### config.mk
export PLATFORM = sky130hd
export DESIGN_NAME = if_prefetch
export DESIGN_NICKNAME = d
export VERILOG_FILES = /design/src/rtl/if_pkg.sv /design/src/rtl/if_fifo.sv /design/src/rtl/if_prefetch.sv
export SDC_FILE = /design/constraint.sdc
export NUM_CORES = 1
export LEC_CHECK = 0
export ABC_AREA = 1
export CAP_MARGIN = 0
export CORE_ASPECT_RATIO = 1.5
export CORE_MARGIN = 2
export CORE_UTILIZATION = 60
export CTS_CLUSTER_DIAMETER = 150
export DETAILED_ROUTE_END_ITERATION = 16
export PLACE_DENSITY = 0.92
export SYNTH_ARGS = -nofsm -noshare
export SYNTH_HDL_FRONTEND = slang
export SYNTH_SLANG_ARGS = --single-unit
### constraint.sdc
create_clock -name clk -period 5.12 [get_ports clk]
set_input_delay 0.768 -clock clk [delete_from_list [all_inputs] [get_ports clk]]
set_output_delay 0.768 -clock clk [all_outputs]
set_load 0.01 [all_outputs]
### src/rtl/if_pkg.sv
// if_pkg: shared types and constants for the instruction-fetch prefetch stage.
// IF_BUS_ERR_EN adds a per-entry bus-error flag to fetch_entry_t.
package if_pkg;
    localparam logic [31:0] INSTR_BYTES = 32'd4;
    localparam logic [31:0] NOP         = 32'h0000_0013;
    typedef struct packed {
        logic [31:0] pc;
        logic [31:0] instr;
`ifdef IF_BUS_ERR_EN
        logic        err;
`endif
    } fetch_entry_t;
endpackage

### src/rtl/if_fifo.sv
// if_fifo: DEPTH-entry fetch buffer with synchronous flush and occupancy count.
// The head entry is read straight from storage; entries reset to RST_VAL so idle outputs are defined.
module if_fifo
    import if_pkg::*;
#(
    parameter int           DEPTH   = 4,
    parameter fetch_entry_t RST_VAL = '0
) (
    input  logic                     clk,
    input  logic                     reset_n,
    input  logic                     flush,
    input  logic                     push,
    input  fetch_entry_t             push_data,
    input  logic                     pop,
    output fetch_entry_t             pop_data,
    output logic [$clog2(DEPTH):0]   count,
    output logic                     empty
);
    localparam int AW = $clog2(DEPTH);
    localparam int CW = AW + 1;
    fetch_entry_t  mem [DEPTH];
    logic [AW-1:0] wr_ptr, rd_ptr;
    logic          full;

    assign empty    = count == '0;
    assign full     = count == CW'(DEPTH);
    assign pop_data = mem[rd_ptr];

    always_ff @(posedge clk or negedge reset_n) begin
        if (!reset_n) begin
            wr_ptr <= '0;
            rd_ptr <= '0;
            count  <= '0;
            for (int i = 0; i < DEPTH; i++) mem[i] <= RST_VAL;
        end else if (flush) begin
            wr_ptr <= '0;
            rd_ptr <= '0;
            count  <= '0;
        end else begin
            if (push) begin
                mem[wr_ptr] <= push_data;
                wr_ptr      <= wr_ptr + AW'(1);
            end
            if (pop) rd_ptr <= rd_ptr + AW'(1);
            count <= count + CW'(push) - CW'(pop);
        end
    end

    // The credit scheme upstream must never let a response arrive with no free slot.
    assert property (@(posedge clk) disable iff (!reset_n) !(push && full && !flush));
endmodule

### src/rtl/if_prefetch.sv
// if_prefetch: owns the fetch PC, issues imem requests under a DEPTH credit, buffers {pc,instr} for decode.
// Define IF_BUS_ERR_EN to add imem_err/out_err with the error carried per buffered instruction.
module if_prefetch
    import if_pkg::*;
#(
    parameter int          DEPTH    = 4,
    parameter logic [31:0] RESET_PC = 32'h0000_0000
) (
    input  logic        clk,
    input  logic        reset_n,
    input  logic        redirect,
    input  logic [31:0] redirect_pc,
    output logic        imem_req,
    output logic [31:0] imem_addr,
    input  logic        imem_gnt,
    input  logic        imem_rvalid,
    input  logic [31:0] imem_rdata,
`ifdef IF_BUS_ERR_EN
    input  logic        imem_err,
    output logic        out_err,
`endif
    output logic        out_valid,
    input  logic        out_ready,
    output logic [31:0] out_pc,
    output logic [31:0] out_instr
);
    localparam int           CW        = $clog2(DEPTH) + 1;
    localparam logic [CW:0]  CAP       = (CW + 1)'(DEPTH);
    localparam fetch_entry_t RST_ENTRY = '{pc: RESET_PC, default: '0};

    logic [31:0]   fetch_pc, resp_pc, redirect_base;
    logic [CW-1:0] outstanding, outstanding_nxt, discard, fifo_count;
    logic          running, hs, push, pop, fifo_empty;
    fetch_entry_t  push_data, head;

    assign redirect_base   = redirect_pc & ~32'h3;
    // Responses still owed plus entries buffered may never exceed the buffer size.
    assign imem_req        = running && !redirect && ({1'b0, outstanding} + {1'b0, fifo_count} < CAP);
    assign imem_addr       = fetch_pc;
    assign hs              = imem_req && imem_gnt;
    assign outstanding_nxt = outstanding + CW'(hs) - CW'(imem_rvalid);
    assign push            = imem_rvalid && discard == '0 && !redirect;
    assign out_valid       = !fifo_empty && !redirect;
    assign pop             = out_valid && out_ready;
    assign out_pc          = head.pc;
    assign out_instr       = head.instr;
`ifdef IF_BUS_ERR_EN
    assign out_err         = head.err;
`endif

    always_comb begin
        push_data       = '0;
        push_data.pc    = resp_pc;
        push_data.instr = imem_rdata;
`ifdef IF_BUS_ERR_EN
        push_data.err   = imem_err;
`endif
    end

    always_ff @(posedge clk or negedge reset_n) begin
        if (!reset_n) begin
            running     <= 1'b0;
            fetch_pc    <= RESET_PC;
            resp_pc     <= RESET_PC;
            outstanding <= '0;
            discard     <= '0;
        end else begin
            running     <= 1'b1;
            outstanding <= outstanding_nxt;
            if (redirect) begin
                // Everything still in flight belongs to the abandoned path.
                fetch_pc <= redirect_base;
                resp_pc  <= redirect_base;
                discard  <= outstanding_nxt;
            end else begin
                if (hs) fetch_pc <= fetch_pc + INSTR_BYTES;
                if (imem_rvalid) begin
                    if (discard != '0) discard <= discard - CW'(1);
                    else resp_pc <= resp_pc + INSTR_BYTES;
                end
            end
        end
    end

    if_fifo #(
        .DEPTH   (DEPTH),
        .RST_VAL (RST_ENTRY)
    ) u_fifo (
        .clk       (clk),
        .reset_n   (reset_n),
        .flush     (redirect),
        .push      (push),
        .push_data (push_data),
        .pop       (pop),
        .pop_data  (head),
        .count     (fifo_count),
        .empty     (fifo_empty)
    );
endmodule

**Yosys cells after proc, flatten, opt, wreduce, memory -nomap -nowiden**

Index checks and enable logic that the tools add are counted.

- Reduce and logical (&&, ||, !) cells: 21
- Order comparisons: 4
- Bitwise gates (word level): 3
- Equality and inequality tests: 1
- Add/subtract/negate cells: 10
- Muxes and demuxes: 19

Operators with widths:

| cell | number |
|---|---|
| $bwmux W256 | 1 |
| $mux W64 | 3 |
| $mux W32 | 5 |
| $bmux W64 S2 | 1 |
| $demux W64 S2 | 1 |
| $add A32 B3 Y32 const B | 2 |
| $mux W3 | 4 |
| $reduce_bool A2 Y1 | 5 |
| $logic_and A1 B1 Y1 | 8 |
| $mux W2 | 4 |
| $add A3 B1 Y3 | 2 |
| $ge A3 B3 Y1 const B | 2 |
| $logic_not A3 Y1 | 2 |
| $not A2 Y3 | 2 |
| $reduce_and A2 Y1 | 3 |
| $sub A3 B1 Y3 | 2 |
| $add A2 B1 Y2 const B | 2 |
| $add A3 B3 Y4 | 1 |
| $lt A4 B3 Y1 const B | 1 |
| $lt A3 B1 Y1 const B | 1 |
| $reduce_bool A3 Y1 | 1 |
| $sub A3 B1 Y3 const B | 1 |
| $logic_not A1 Y1 | 2 |
| $ne A2 B2 Y1 const B | 1 |
| $not A1 Y1 | 1 |

- Output and inout port bits: 98
- Register bits after elaboration: 334

**Depth between registers and ports, before layout**

Gate-level depths: netlist of run 1.

- Word-level depth: 7
- Depth in mapped cells: 13
- Gate-level depth less buffers: 13

**Hierarchy**

Synthesis of run 1 repeated with hierarchy kept, for this count alone.

- Cell total of the unflattened synthesis: 2114
- Area total of the unflattened synthesis: 16631.0 sq um

By module, submodules not included:

| module | area each (sq um) | seq. area each (sq um) | cells an instance | instances |
|---|---|---|---|---|
| if_fifo | 11947.7 | 6581.3 | 1429 | 1 |
| if_prefetch | 4683.2 | 1676.6 | 685 | 1 |

**Worst setup path before layout of run 1**

Ideal clock, no wire load.

- Path type: input port to flip-flop
- Start point: input redirect
- End point: register discard[1]
- Data arrival time: 2566 ps
- Buffers on the path: 1
- Setup slack: 2418 ps
- Library setup time: 136 ps
- Stages on the path: 13
- Data required time: 4984 ps
- Cells stage by stage: buf_6 inv_6 nand3b_2 nor2_4 nand2_4 ha_1 inv_1 ha_1 inv_1 fa_1 inv_1 o211ai_1 o21ai_0

- Word-level cells in the longest chain between the ends: 7

RTL lines:

| element | RTL line | source |
|---|---|---|
| start, declared | if_prefetch.sv:11 | `input logic redirect,` |
| $logic_not A1 Y1 | if_prefetch.sv:38 | `assign imem_req = running && !redirect && ({1'b0, outstanding} + {1'b0, fifo_count} < CAP);` |
| $logic_and A1 B1 Y1 (2 in a row) | if_prefetch.sv:38 |  |
| named net imem_req | if_prefetch.sv:13 | `output logic imem_req,` |
| $logic_and A1 B1 Y1 | if_prefetch.sv:40 | `assign hs = imem_req && imem_gnt;` |
| $add A3 B1 Y3 | if_prefetch.sv:41 | `assign outstanding_nxt = outstanding + CW'(hs) - CW'(imem_rvalid);` |
| $sub A3 B1 Y3 | if_prefetch.sv:41 |  |
| named net outstanding_nxt[1] | if_prefetch.sv:32 | `logic [CW-1:0] outstanding, outstanding_nxt, discard, fifo_count;` |
| $mux W3 | if_prefetch.sv:70 | `if (redirect) begin` |
| end signal, assigned | if_prefetch.sv:74 | `discard <= outstanding_nxt;` |
| end signal, assigned | if_prefetch.sv:78 | `if (discard != '0) discard <= discard - CW'(1);` |
| end, declared | if_prefetch.sv:32 |  |

The timed path passes the listed nets, and every way through them passes these cells.
A chain may end at the register's enable or synchronous reset.

**Worst setup path after layout of run 1**

- Start point: register u_fifo.rd_ptr[0]
- End point: output out_instr[16]

- Word-level cells in the longest chain between the ends: 4

RTL lines:

| element | RTL line | source |
|---|---|---|
| start, declared | if_fifo.sv:22 | `logic [AW-1:0] wr_ptr, rd_ptr;` |
| start signal, assigned | if_fifo.sv:44 | `if (pop) rd_ptr <= rd_ptr + AW'(1);` |
| $not A2 Y3 (not written as such) | if_fifo.sv:27 | `assign pop_data = mem[rd_ptr];` |
| $bmux W64 S2 | if_fifo.sv:27 |  |
| $mux W64 (not written as such) (2 in a row) | if_fifo.sv:27 |  |
| end, declared | if_prefetch.sv:25 | `output logic [31:0] out_instr` |

No other way between the ends. The select of a mux whose other input is x is not followed.

==> results of run 1 <==
[Yosys cell counts (all sizes together), types with 2 or more instances]
| library cell | number |
|---|---|
| o21bai | 7 |
| inv | 133 |
| nor3 | 6 |
| xnor2 | 2 |
| nand3b | 2 |
| buf | 52 |
| a22oi | 4 |
| ha | 14 |
| nand2 | 493 |
| o211ai | 8 |
| a31oi | 6 |
| dfrtp | 322 |
| fa | 2 |
| nand3 | 72 |
| clkinv | 2 |
| xor2 | 10 |
| a21oi | 30 |
| o22ai | 63 |
| nor2 | 213 |
| nand4 | 13 |
| o21ai | 415 |
| conb | 2 |
| clkbuf | 62 |
[power groups by stage]
stage | Sequential, uW | Clock [uW] | Combinational, uW
final | 3530 | 2170 | 3220
after global routing | 3590 | 2300 | 3560
after CTS | 3510 | 2190 | 3230
after detailed placement | 3540 | 0 | 3190
after global placement | 3510 | 0 | 3090
after floorplan | 3410 | 0 | 1830
[state kept, by name, indices dropped and copies added, names as in the netlist]
register / flops
discard: 3
u_fifo.wr_ptr: 2
resp_pc: 30
running: 1
u_fifo.count: 3
outstanding: 3
u_fifo.mem: 248
imem_addr: 30
u_fifo.rd_ptr: 2
[final cells by class]
| class | instances | area [um2] |
|---|---|---|
| Clock inverter | 7 | 67.56 |
| Sequential cell | 322 | 8063 |
| Inverter | 135 | 516.7 |
| Tap cell | 333 | 416.7 |
| Fill cell | 1953 | 7592 |
| Multi-Input combinational cell | 1369 | 6464 |
| Clock buffer | 45 | 885.9 |
| Timing Repair Buffer | 179 | 1759 |
[per-stage QoR]
stage,utilization [%],hold WS (ps),instance area (um2),setup WS (ps)
4_1_cts,70.53,328.3,18170,1321
6_report,70.53,294.6,18170,1268
2_1_floorplan,-,447.8,15710,2418
5_1_grt,70.53,351.8,18170,1128
3_5_place_dp,66.83,463.0,17220,1593
3_3_place_gp,66.83,459.8,17220,1680
[metal layers]
layer / up-vias / GRT usage [%] / wire, um
met5: - / 0 / 0
met4: 0 / 14.21 / 1693
met3: 124 / 4.113 / 3238
met2: 732 / 51.06 / 20550
met1: 6761 / 37.90 / 15770
li1: 6573 / - / -
[logic make-up after synthesis]
group	share of synthesized area (%)
AO/OA/AOI/OAI	18.09
XOR/XNOR	0.6695
adder cells (fa/ha/maj)	1.371
buffers and inverters	7.596
flip-flops	51.33
other	0.04784
AND/OR/NAND/NOR	20.89
[cell usage in the layout (no fill, tap or decap), drive strengths merged]
| master | Yosys | final |
|---|---|---|
| o221ai | 1 | 1 |
| o22ai | 63 | 63 |
| nand4 | 13 | 13 |
| clkinv | 2 | 8 |
| a21oi | 30 | 30 |
| xor2 | 10 | 10 |
| o211ai | 8 | 8 |
| o21bai | 7 | 7 |
| nand2 | 493 | 493 |
| a22oi | 4 | 4 |
| clkdlybuf4s50 | 0 | 159 |
| buf | 52 | 20 |
| nor2 | 213 | 213 |
| nor3b | 1 | 1 |
| nand3 | 72 | 72 |
| o21ai | 415 | 415 |
| fa | 2 | 2 |
| conb | 2 | 5 |
| xnor2 | 2 | 2 |
| o31ai | 1 | 1 |
| clkbuf | 62 | 45 |
| ha | 14 | 14 |
| and3 | 1 | 1 |
| a31oi | 6 | 6 |
| nand3b | 2 | 2 |
| inv | 133 | 133 |
| bufinv | 0 | 1 |
| nor3 | 6 | 6 |
| dfrtp | 322 | 322 |
[worst max-delay path, cell delays in order, from the launching register on]
cell and delay, ps:
dfrtp_4 680, clkinv_2 110, buf_4 630, o21ai_0 230
o22ai_1 230, clkdlybuf4s50_1 580
[final timing paths]
path / slack, ps / startpoint / end / cells after the start
max in group asynchronous: 3620 / reset_n / u_fifo.mem[137]$_DFFE_PN0P_ / 2
min in group clk: 480 / u_fifo.mem[66]$_DFFE_PN0P_ / u_fifo.mem[66]$_DFFE_PN0P_ / 2
worst min-delay path: 290 / reset_n / u_fifo.mem[14]$_DFFE_PN0P_ / 1
worst max-delay path: 1270 / u_fifo.rd_ptr[0]$_DFFE_PN0P_ / out_instr[16] / 5
worst min register to register: 480 / u_fifo.mem[66]$_DFFE_PN0P_ / u_fifo.mem[66]$_DFFE_PN0P_ / 2
worst max register to register: 2280 / discard[0]$_DFFE_PN0P_ / u_fifo.mem[182]$_DFFE_PN0P_ / 10
==> metrics.yaml, run 1 <==
finalCritPeriodShare_pct: 75.24
routed_wl_um: 41250
gr-total-overflow: 0
drtIter0Drc: 1198
crit_fanout: 80
ys_seq_area_share_pct: 51.33
status: "finished clean"
grt_start_max_net_pins: 116
dr.pass1.iters: 6
clk_pin_slew_ps: 70
p_seq_share_pct: 39.6
cp-end-kind: "output pin"
finalCriticalPeriod_ps: 3852
start_util_pct: 60.93
crit_type: "reg -> out"
avgSynthCellArea_um2: 8.104
async_flop_share_pct: 100.0
cts-hold-fix-buffers: 0
synth_top_cell_by_area: "dfrtp_1"
drive_gt1_share_pct: 5.153
worstPathRequired_ps: 4350
drv_slew: 0
dpl.cell_count: 2338
cp.arrival_ps: 3080
fmax_mhz: 259.6
total_power_uw: 8916
hp-class: "in -> async"
synthFlopType: "dfrtp_1"
irDropWorstVdd_uv: 352.0
synth-edff-count: 0
core-area_um2: 25760
instances_no_fill: 2390
grt_pass1_wl_um: 67150
fin_skew_ps: 10.93
die_h_um: 202.1
rows: 72
synth-seq-cells: 322
cts.sinks: 322
synth.top_cell.area_share_pct: 51.33
area.growth.synth_to_final_pct: 15.77
dpl.hpwl_um: 26570
grt_pass1_vias: 13790
antenna_cells: 0
clock_path_buffers: 3
clk-insertion-delay-late_ps: 550
relSlewSlack_pct: 24.13
floorplan.io_pins: 168
grt_use_total_pct: 30.10
p_comb_share_pct: 36.1
postRouteAntennaNets: 0
yosysWarnings: 0
hold_viol_final: 0
clock_power_share_pct: 24.3
vias: 14190
setup_viol: 0
ctsResizeCount: 0
cts.htree.levels: 1
netlist_instances: 1937
clockRootBuffer: "clkbuf_16"
sw_frac_of_total_pct: 34.88
rsz0062_at_grt: "false"
via_per_inst: 5.937
wl_per_cell_um: 17.26
die_area_um2: 27500
antenna_found_initial: 0
drv_cap: 0
die_x_um: 136.1
power.switching_uw: 3109
syn_area_um2: 15700
synth.area.top_cells: "dfrtp_1 51%, nand2_1 12%, o21ai_0 7.4%"
cts_tree: "done"
startpoint_type: "flip-flop"
drc: 0
numPortBuffers: 161
numCtsBuffers: 29
gp_congestion: 0.9422
p_per_area_nw_per_um2: 490.6
nets: 2122
finalSetupTns_ps: 0
post_cts_buffers: 0
p_int_uw: 5806
worst_slew_pin_slew_ps: 1138
synth_cell_types: 43
leakagePower_uw: 0.008474
Note: power is estimated with default switching activity, not from simulation.
==> run 2, diff against run 1 <==
Settings changed: CORE_UTILIZATION 60 to 57, PLACE_DENSITY 0.92 to 0.88.
Clock period 5.12 ns to 3.8 ns, I/O delays scaled along.
==> metrics.yaml, run 2 (synthesis results as in run 1) <==
status: "finished clean"
dr.pass1.iters: 5
worst_slew_pin_slew_ps: 913.7
routed_wl_um: 41720
drc: 0
startpoint_type: "flip-flop"
numPortBuffers: 161
antenna_found_initial: 0
wl_per_cell_um: 17.33
worstPathRequired_ps: 3230
finalSetupTns_ps: 0
die_area_um2: 28910
clockRootBuffer: "clkbuf_16"
layout_common_cells: "485 x nand2_1, 320 x dfrtp_1, 231 x o21ai_0"
final_common_cell: "nand2_1"
numCtsBuffers: 29
setup_viol: 0
irDropWorstVdd_uv: 520.3
reg2reg_depth: 12
cts_tree: "done"
dpl.cell_count: 2355
cp-end-kind: "output pin"
sequential_cell_area_um2: 8063
via_per_inst: 5.858
clk_pin_slew_ps: 70
rows: 74
leakagePower_uw: 0.008523
ctsResizeCount: 0
fin_skew_ps: 9.594
crit_type: "reg -> out"
rr_startpoint: "u_fifo.count[1]$_DFF_PN0_"
gp_congestion: 0.9450
cts.htree.levels: 1
finalCritPeriodShare_pct: 91.08
grt_start_max_net_pins: 125
largest_register_ffs: 248
cts.sinks: 322
finalCriticalPeriod_ps: 3461
hold_viol_final: 0
drive_gt1_share_pct: 5.421
slowest_stage: "dfrtp_4"
drv_cap: 0
instances_no_fill: 2408
cp.arrival_ps: 2890
clock_path_buffers: 3
crit_fanout: 78
fill_cells: 2149
vias: 14110
worst_hold_slack_ps: 64.67
floorplan.io_pins: 168
cts-hold-fix-buffers: 0
grt_pass1_wl_um: 68700
crit_end: "out_instr[8]"
ff2ff_setup_slack_ps: 1120
drtIter0Drc: 1247
die_h_um: 207.2
multi_input_area_um2: 6464
p_per_area_nw_per_um2: 664.5
gr-total-overflow: 0
postRouteAntennaNets: 0
dpl.hpwl_um: 26480
grt_pass1_vias: 13980
post_cts_buffers: 0
nets: 2130
fmax_mhz: 288.9
die_x_um: 139.5
reg2reg_to: "discard[1]$_DFFE_PN0P_"
largest-register: "u_fifo.mem"
clk-insertion-delay-late_ps: 560
path_cells: "clkinv_2 -> buf_12 -> o21ai_0 -> o22ai_1 -> clkdlybuf4s50_1"
area.growth.synth_to_final_pct: 16.54
core-area_um2: 27130
relSlewSlack_pct: 39.09
drv_slew: 0
critical_path.max_stage_delay_ps: 640
rsz0062_at_grt: "false"
start_util_pct: 57.86
hp-class: "in -> async"
antenna_cells: 0
grt_use_total_pct: 28.62
startpoint: "u_fifo.rd_ptr[0]$_DFFE_PN0P_"
-- run 2: cell count changes in the layout (fill, tap and decap cells not counted) --
cell | previous run | this run
buf_4 | 17 | 23
bufinv_16 | 1 | 4
clkinvlp_4 | 0 | 2
clkbuf_8 | 10 | 4
clkinv_4 | 1 | 0
clkbuf_1 | 6 | 9
buf_12 | 1 | 3
-- run 2: worst min-delay path by stage --
stage,from,to,slack [ps],cells after the start
after floorplan,reset_n,discard[0]$_DFFE_PN0P_,270,0
after global placement,u_fifo.mem[163]$_DFFE_PN0P_,u_fifo.mem[163]$_DFFE_PN0P_,460,2
after detailed placement,u_fifo.mem[65]$_DFFE_PN0P_,u_fifo.mem[65]$_DFFE_PN0P_,470,2
after CTS,reset_n,u_fifo.mem[11]$_DFFE_PN0P_,110,1
after global routing,reset_n,u_fifo.mem[11]$_DFFE_PN0P_,140,1
final,reset_n,u_fifo.mem[11]$_DFFE_PN0P_,60,1
-- run 2: per-layer routing --
layer / up-vias / share of wire [%] / global-route usage (%)
li1: 6601 / - / -
met1: 6756 / 39 / 36.57
met2: 607 / 49 / 48.78
met3: 141 / 6.9 / 3.276
met4: 0 / 4.8 / 13.51
met5: - / 0 / 0
-- run 2: report_power, final --
group          leakage [uW]  total [uW]  internal (uW)  switching, uW
clock              0.000474        3050           1760           1290
combinational       0.00378        4390           2010           2370
sequential          0.00427        4720           4160            556
-- run 2: final cells by class --
| cell class | count | share of cell area [%] |
|---|---|---|
| sequential | 322 | 44.07 |
| timing repair buffer | 187 | 10.08 |
| clock inverter | 11 | 0.8960 |
| inverter | 135 | 2.825 |
| clock buffer | 42 | 4.452 |
| tap | 342 | 2.339 |
| multi-input combinational | 1369 | 35.33 |
-- run 2: worst max-delay path, delay by kind of cell (launching register included) --
family,cells,cell delay (ps)
buf+inv,3,1260
compound gates,2,370
flops,1,640
-- run 2: metrics by stage --
stage	power, uW	cell area (um2)	utilization [%]	setup slack, ps
CTS	12180	18290	67.43	352.4
global route	12840	18290	67.43	219.3
floorplan	7062	15710	-	1296
global placement	8944	17320	63.83	910.3
detailed placement	9106	17320	63.83	871.1
finish	12160	18290	67.43	339.0
